[src/rtl/operand_fetch.sv]
// Operand fetch: drives regfile read ports, captures registered read data,
// and stalls intake on RAW/WAW hazards via a pending-write scoreboard.
// Ports: clk, rst_n; in* (decoded instr, valid/ready); readReg*/readData*
// (regfile read side); wb* (writeback mirror); out* (operand bundle); busy.
// Option: OPFETCH_WB_BYPASS_EN lets a same-cycle writeback release a hazard.
module operand_fetch (
  input  logic        clk,
  input  logic        rst_n,
  input  logic        inValid,
  output logic        inReady,
  input  logic [4:0]  inRs1,
  input  logic [4:0]  inRs2,
  input  logic [4:0]  inRd,
  input  logic        inRdWrite,
  output logic [4:0]  readReg1,
  output logic [4:0]  readReg2,
  input  logic [31:0] readData1,
  input  logic [31:0] readData2,
  input  logic        wbValid,
  input  logic [4:0]  wbReg,
  output logic        outValid,
  input  logic        outReady,
  output logic [31:0] outRs1Data,
  output logic [31:0] outRs2Data,
  output logic [4:0]  outRd,
  output logic        outRdWrite,
  output logic        busy
);

  typedef enum logic [1:0] {
    IDLE  = 2'd0,
    READ  = 2'd1,
    VALID = 2'd2
  } state_t;

  state_t      state, state_nxt;
  logic [31:0] pending, pend_nxt;
  logic [31:0] pend_eff;
  logic [31:0] wbmask;
  logic        hazard;
  logic        accept;
  logic [4:0]  rd_q;
  logic        rdw_q;

  assign readReg1 = inRs1;
  assign readReg2 = inRs2;

`ifdef OPFETCH_WB_BYPASS_EN
  // regfile forwards the write data, so the retiring index is safe now
  assign wbmask = wbValid ? (32'd1 << wbReg) : 32'd0;
`else
  assign wbmask = 32'd0;
`endif

  assign pend_eff = pending & ~wbmask;
  assign hazard   = pend_eff[inRs1] | pend_eff[inRs2]
                  | (inRdWrite & pend_eff[inRd]);
  assign accept   = inValid & inReady;

  // state register
  always_ff @(posedge clk or negedge rst_n) begin
    if (!rst_n) state <= IDLE;
    else        state <= state_nxt;
  end

  // next state
  always_comb begin
    state_nxt = state;
    unique case (1'b1)
      (state == IDLE):  if (accept) state_nxt = READ;
      (state == READ):  state_nxt = VALID;
      (state == VALID): if (outReady)
                          state_nxt = accept ? READ : IDLE;
      default:          state_nxt = IDLE;
    endcase
  end

  // outputs
  always_comb begin
    outValid = 1'b0;
    inReady  = 1'b0;
    unique case (1'b1)
      (state == IDLE):  inReady = ~hazard;
      (state == VALID): begin
        outValid = 1'b1;
        inReady  = outReady & ~hazard;
      end
      default: ;
    endcase
  end

  // set is applied after clear so a same-edge collision stays pending
  always_comb begin
    pend_nxt = pending;
    if (wbValid && wbReg != 5'd0)
      pend_nxt[wbReg] = 1'b0;
    if (accept && inRdWrite && inRd != 5'd0)
      pend_nxt[inRd] = 1'b1;
    pend_nxt[0] = 1'b0;
  end

  always_ff @(posedge clk or negedge rst_n) begin
    if (!rst_n) begin
      pending <= 32'd0;
      busy    <= 1'b0;
    end else begin
      pending <= pend_nxt;
      busy    <= |pend_nxt;
    end
  end

  always_ff @(posedge clk or negedge rst_n) begin
    if (!rst_n) begin
      rd_q  <= 5'd0;
      rdw_q <= 1'b0;
    end else if (accept) begin
      rd_q  <= inRd;
      rdw_q <= inRdWrite;
    end
  end

  always_ff @(posedge clk or negedge rst_n) begin
    if (!rst_n) begin
      outRs1Data <= 32'd0;
      outRs2Data <= 32'd0;
      outRd      <= 5'd0;
      outRdWrite <= 1'b0;
    end else if (state == READ) begin
      outRs1Data <= readData1;
      outRs2Data <= readData2;
      outRd      <= rd_q;
      outRdWrite <= rdw_q;
    end
  end

endmodule

[config.mk]
export PLATFORM = sky130hd
export DESIGN_NAME = operand_fetch
export DESIGN_NICKNAME = d
export VERILOG_FILES = /design/src/rtl/operand_fetch.sv
export SDC_FILE = /design/constraint.sdc
export NUM_CORES = 1
export LEC_CHECK = 0
export ABC_AREA = 0
export BUFFER_PORTS_ARGS = -buffer_cell sky130_fd_sc_hd__buf_4
export CAP_MARGIN = 40
export CORE_MARGIN = 2
export CORE_UTILIZATION = 55
export DETAILED_ROUTE_END_ITERATION = 16
export HOLD_SLACK_MARGIN = 0.02
export PLACE_DENSITY = 0.87
export SETUP_SLACK_MARGIN = 0.2
export SYNTH_ARGS = -nofsm -noshare
export SYNTH_HDL_FRONTEND = slang
export SYNTH_SLANG_ARGS = --single-unit
[constraint.sdc]
create_clock -name clk -period 3.8 [get_ports clk]
set_input_delay 0.76 -clock clk [delete_from_list [all_inputs] [get_ports clk]]
set_output_delay 0.76 -clock clk [all_outputs]
set_load 0.1 [all_outputs]
# Word level (Yosys, flattened, before mapping)
# Cells that the tools add are included.
# word_totals
regBits	110
latch_bits	0
mem_bits_rw	0
romBits	0
input_bits	90
out_inout_bits	83
elab_cells	56
memories	0
# op_classes
n_addsub	0
multipliers	0
n_div	0
order_cmp	6
n_eq_ne	4
shift	0
n_mux	18
bitwise_logic	9
reduce_logical	10
# op_table
operator	count
32-bit two-way mux	2
32-bit bitwise AND	1
32-bit inverter	1
32-bit OR	1
31-bit OR reduction	1
5-bit by 6-bit less-than comparator with 1-bit output, second input constant	4
1-bit binary-select mux with 5-bit select	3
1-bit demux with 5-bit select	2
5-bit by 1-bit >= comparator with 1-bit output, second input constant	2
5-bit nonzero test	2
1-bit two-way mux	7
2-bit one-hot mux with 3 select lines	1
1-bit logical AND	5
2-bit two-way mux	2
2-bit inequality test, second input constant	2
1-bit bitwise AND	3
2-bit by 1-bit equality test with 1-bit output, second input constant	1
2-bit equality test, second input constant	1
2-bit logical NOT	1
1-bit OR	2
1-bit one-hot mux with 2 select lines	1
2-bit AND reduction	1
1-bit inverter	1

# Logic depth before layout (Yosys ltp)
# depth
depth_word	12
depth_mapped	10
depth_no_buf	8

# Worst setup path after synthesis
# No wires, ideal clock.
# synth_timing
path_type	input to register
from	input inRd[0]
to	register rd_q[0]
setup_ns	0.125
arrival_ns	3.427
required_ns	3.675
setup_slack_ns	0.248
cell_stages	8
path_buffers	1
path_cell_list	buf_2 mux4_2 a32o_1 nor3_1 and2_1 o21a_1 nand2_1 mux2_2
# synth_between
elab_chain_cells	8
# synth_lines
item	line_no	text
start, declared	13	input logic [4:0] inRd,
1-bit binary-select mux with 5-bit select *	57	| (inRdWrite & pend_eff[inRd]);
1-bit two-way mux (not written as such) *	57	
1-bit bitwise AND *	57	
1-bit OR *	57	
1-bit inverter *	83, 86	
1-bit bitwise AND	86	inReady = outReady & ~hazard;
1-bit one-hot mux with 2 select lines *	82	unique case (1'b1)
via inReady	10	output logic inReady,
1-bit bitwise AND *	58	assign accept = inValid & inReady;
end signal, assigned	117	rd_q <= inRd;
end, declared	42	logic [4:0] rd_q;
# Mark *: on every way through the listed nets, which the timed path passes. The rest lies on a longest branch. The select of a mux whose other input is x is not followed.
# A chain may end at the register's enable or synchronous reset.

# Worst setup path after layout
# layout_timing
from	input inRs2[2]
to	output inReady
# layout_between
elab_chain_cells	7
# layout_lines
item	line_no	text
start, declared	12	input logic [4:0] inRs2,
1-bit binary-select mux with 5-bit select *	56	assign hazard = pend_eff[inRs1] | pend_eff[inRs2]
1-bit two-way mux (not written as such) *	56	
1-bit OR *	56	
1-bit OR *	57	
1-bit inverter *	83, 86	
1-bit bitwise AND	86	
1-bit one-hot mux with 2 select lines *	82	
end, declared	10	
# Mark *: on every way between the ends. The rest lies on a longest branch, timed or not. The select of a mux whose other input is x is not followed.

==> out/metrics.yaml <==
status: "finished clean"
numCtsBuffers: 9
grt_pass1_vias: 4567
synthArstFlopShare_pct: 100.0
die_y_um: 103.8
critPathRequiredTime_ps: 3040
endpoint_kind: "output port"
root_buffer: "clkbuf_8"
routed-via-count: 4407
yosysTopAreaCellShare_pct: 50.30
whs_ps: 462.6
clk_pin_slew_worst_paths_ps: 100
cts_setup_buffers: 0
grt_max_degree: 67
vias_per_cell: 6.037
synth_edf_count: 0
cts_tree: "done"
yosys_most_used_dff: "dfrtp_1"
rsz0062_at_grt: "false"
fin_cells: 730
wl_per_cell_um: 19.95
yosysTopAreaCell: "dfrtp_1"
dp_hpwl_um: 10890
worstSetupPathType: "in2out"
io_buffers: 172
cp_max_fo: 10
ys_warn_count: 0
firstDrtPassIters: 5
cts_sinks: 110
finalWirelength_um: 14570
path_buf_inv: 2
setup_viol: 0
skew_ps: 11.20
final-hold-violation-count: 0
cts-htree-levels: 3
fin_ws_ps: 290.7
tightest_slew_ps: 820.5
diodes: 0
place_ws_ps: 261.3
crit_cells: 7
ys_ff_latch: 110
die_x_um: 103.8
drive_gt1_share_pct: 48.41
rrSetupSlack_ps: 830
fmax_ghz: 0.2850
grt_antenna_before_repair: 0
avgSynthCellArea_um2: 12.49
worst_setup_path_start_kind: "primary input"
place_inst: 715
drt_iter0_markers: 408
critPathMaxStageDelay_ps: 580
grt.total_usage_pct: 27.58
fin_crit_ps: 3509
antenna_left: 0
core_area_um2: 9729
maxSlewHeadroom_pct: 45.30
syn2layout_area_growth_pct: 27.14
postSynthCellCount: 438
clk_path_buf_depth: 2
crit_chain: "buf_4 > mux4_1 > mux2i_1 > a221oi_1 > a211oi_4 > o21a_1 > buf_4"
tns_ps: 0
synth_cell_types: 54
final_max_slew_viol_count: 0
syn-cell-area_um2: 5473
initial_core_util_pct: 56.25
r2r_cells: 8
gr-total-overflow: 0
cp_top_family: "multiplexers"
boundaryPins: 173
cp.arrival_ps: 2750
worstSkewPairLatency_ps: 380
gp_congestion: 0.9773
maxCapViolations: 0
grt_pass1_wl_um: 23380
yosysSeqAreaShare_pct: 50.30
synth_fp_nets: 528
hold_class: "in2async"
die_area_um2: 10760
timing.final.crit_share_pct: 92.35
ys_top_cells_by_area: "dfrtp_1 50%, mux2_2 16%, o21ai_0 5.8%"
placementRows: 36
critPathSlowestCell: "mux4_1"
final_nets: 683
drc: 0
path_common_cell: "buf_4"
[worst paths after layout]
check,startpoint,end
max,inRs2[2],inReady
min in group clk,outRs2Data[23],outRs2Data[23]
min reg2reg,outRs2Data[23],outRs2Data[23]
min,rst_n,pend_eff[17]
max reg2reg,pend_eff[21],pend_eff[27]
max in group asynchronous,rst_n,outRs1Data[8]
[final cells by class]
class,instances,area [um2]
Multi-Input combinational cell,293,2512
Sequential cell,110,2753
Tap cell,133,166.4
Timing Repair Buffer,176,1321
Clock buffer,10,127.6
Clock inverter,5,66.31
Fill cell,714,2771
Inverter,3,11.26
[metrics by stage]
stage / util, % / instance area, um2
2_1_floorplan: - / 5473
3_3_place_gp: 69.43 / 6755
3_5_place_dp: 69.43 / 6755
4_1_cts: 71.42 / 6949
5_1_grt: 71.51 / 6958
6_report: 71.51 / 6958
[worst reg2reg max path, stage by stage, from the launching register on]
cell and delay, ps:
dfrtp_1 470, mux4_1 550, mux2i_1 210, a221oi_1 160
a211oi_4 380, and4_1 430, nand3_1 260, buf_4 230
o21ai_0 190
[synthesized netlist by cell type (all sizes together), types with 2 or more instances]
| cell | number |
|---|---|
| and3b | 3 |
| dfrtp | 110 |
| and2 | 3 |
| mux2i | 11 |
| o32ai | 2 |
| or2 | 3 |
| a21oi | 7 |
| or3 | 4 |
| nand3b | 9 |
| nor4 | 3 |
| inv | 3 |
| o21ai | 63 |
| nand2b | 11 |
| nor2b | 6 |
| clkbuf | 8 |
| a2111oi | 2 |
| nand3 | 3 |
| nand4 | 7 |
| o21a | 2 |
| nor2 | 7 |
| mux4 | 17 |
| buf | 24 |
| or3b | 6 |
| o211ai | 2 |
| o22ai | 4 |
| nor3 | 4 |
| nand2 | 18 |
| mux2 | 77 |
[cells in the final DEF, fill, tap and decap left out, types with 2 or more instances in the layout]
cell type  instances
a21oi_1            7
and2_1             3
and3b_1            2
buf_4            176
clkbuf_8           9
dfrtp_1          110
inv_1              3
inv_6              2
mux2_2            76
mux2i_1           11
mux4_1             6
mux4_2            11
nand2_1           18
nand2b_1          10
nand3_1            3
nand3b_1           9
nand4_1            7
nor2_1             7
nor2b_1            6
nor3_1             4
nor4_1             3
o211ai_1           2
o21a_1             2
o21ai_0           63
o22ai_1            4
o32ai_1            2
or2_2              3
or3_1              4
or3b_2             5
[registers in the layout (all words and copies together) (netlist names)]
name / count
rd_q: 5
rdw_q: 1
outRs2Data: 32
outRs1Data: 32
state: 2
busy: 1
outRdWrite: 1
outRd: 5
pend_eff: 31
[layer usage]
| metal | GRT usage (%) | up-vias | wire length (um) |
|---|---|---|---|
| met3 | 8.496 | 37 | 1801 |
| met2 | 44.70 | 299 | 7168 |
| met1 | 34.38 | 2128 | 5170 |
| li1 | - | 1943 | - |
| met5 | 0 | - | 0 |
| met4 | 12.07 | 0 | 424 |
[kinds of logic after synthesis]
group | share of synthesized area [%]
xor+xnor | 0.1601
simple gates | 9.922
buf+inv | 4.001
flops | 50.30
compound gates | 10.36
mux | 25.26
[what timing repair did]
item	in CTS	in global routing
setup endpoints to repair	0	1
hold buffers	0	0
resized for setup	0	2
Power is not shown: default switching activity piles up to over one toggle a cycle in this logic, so the estimate is an artifact.
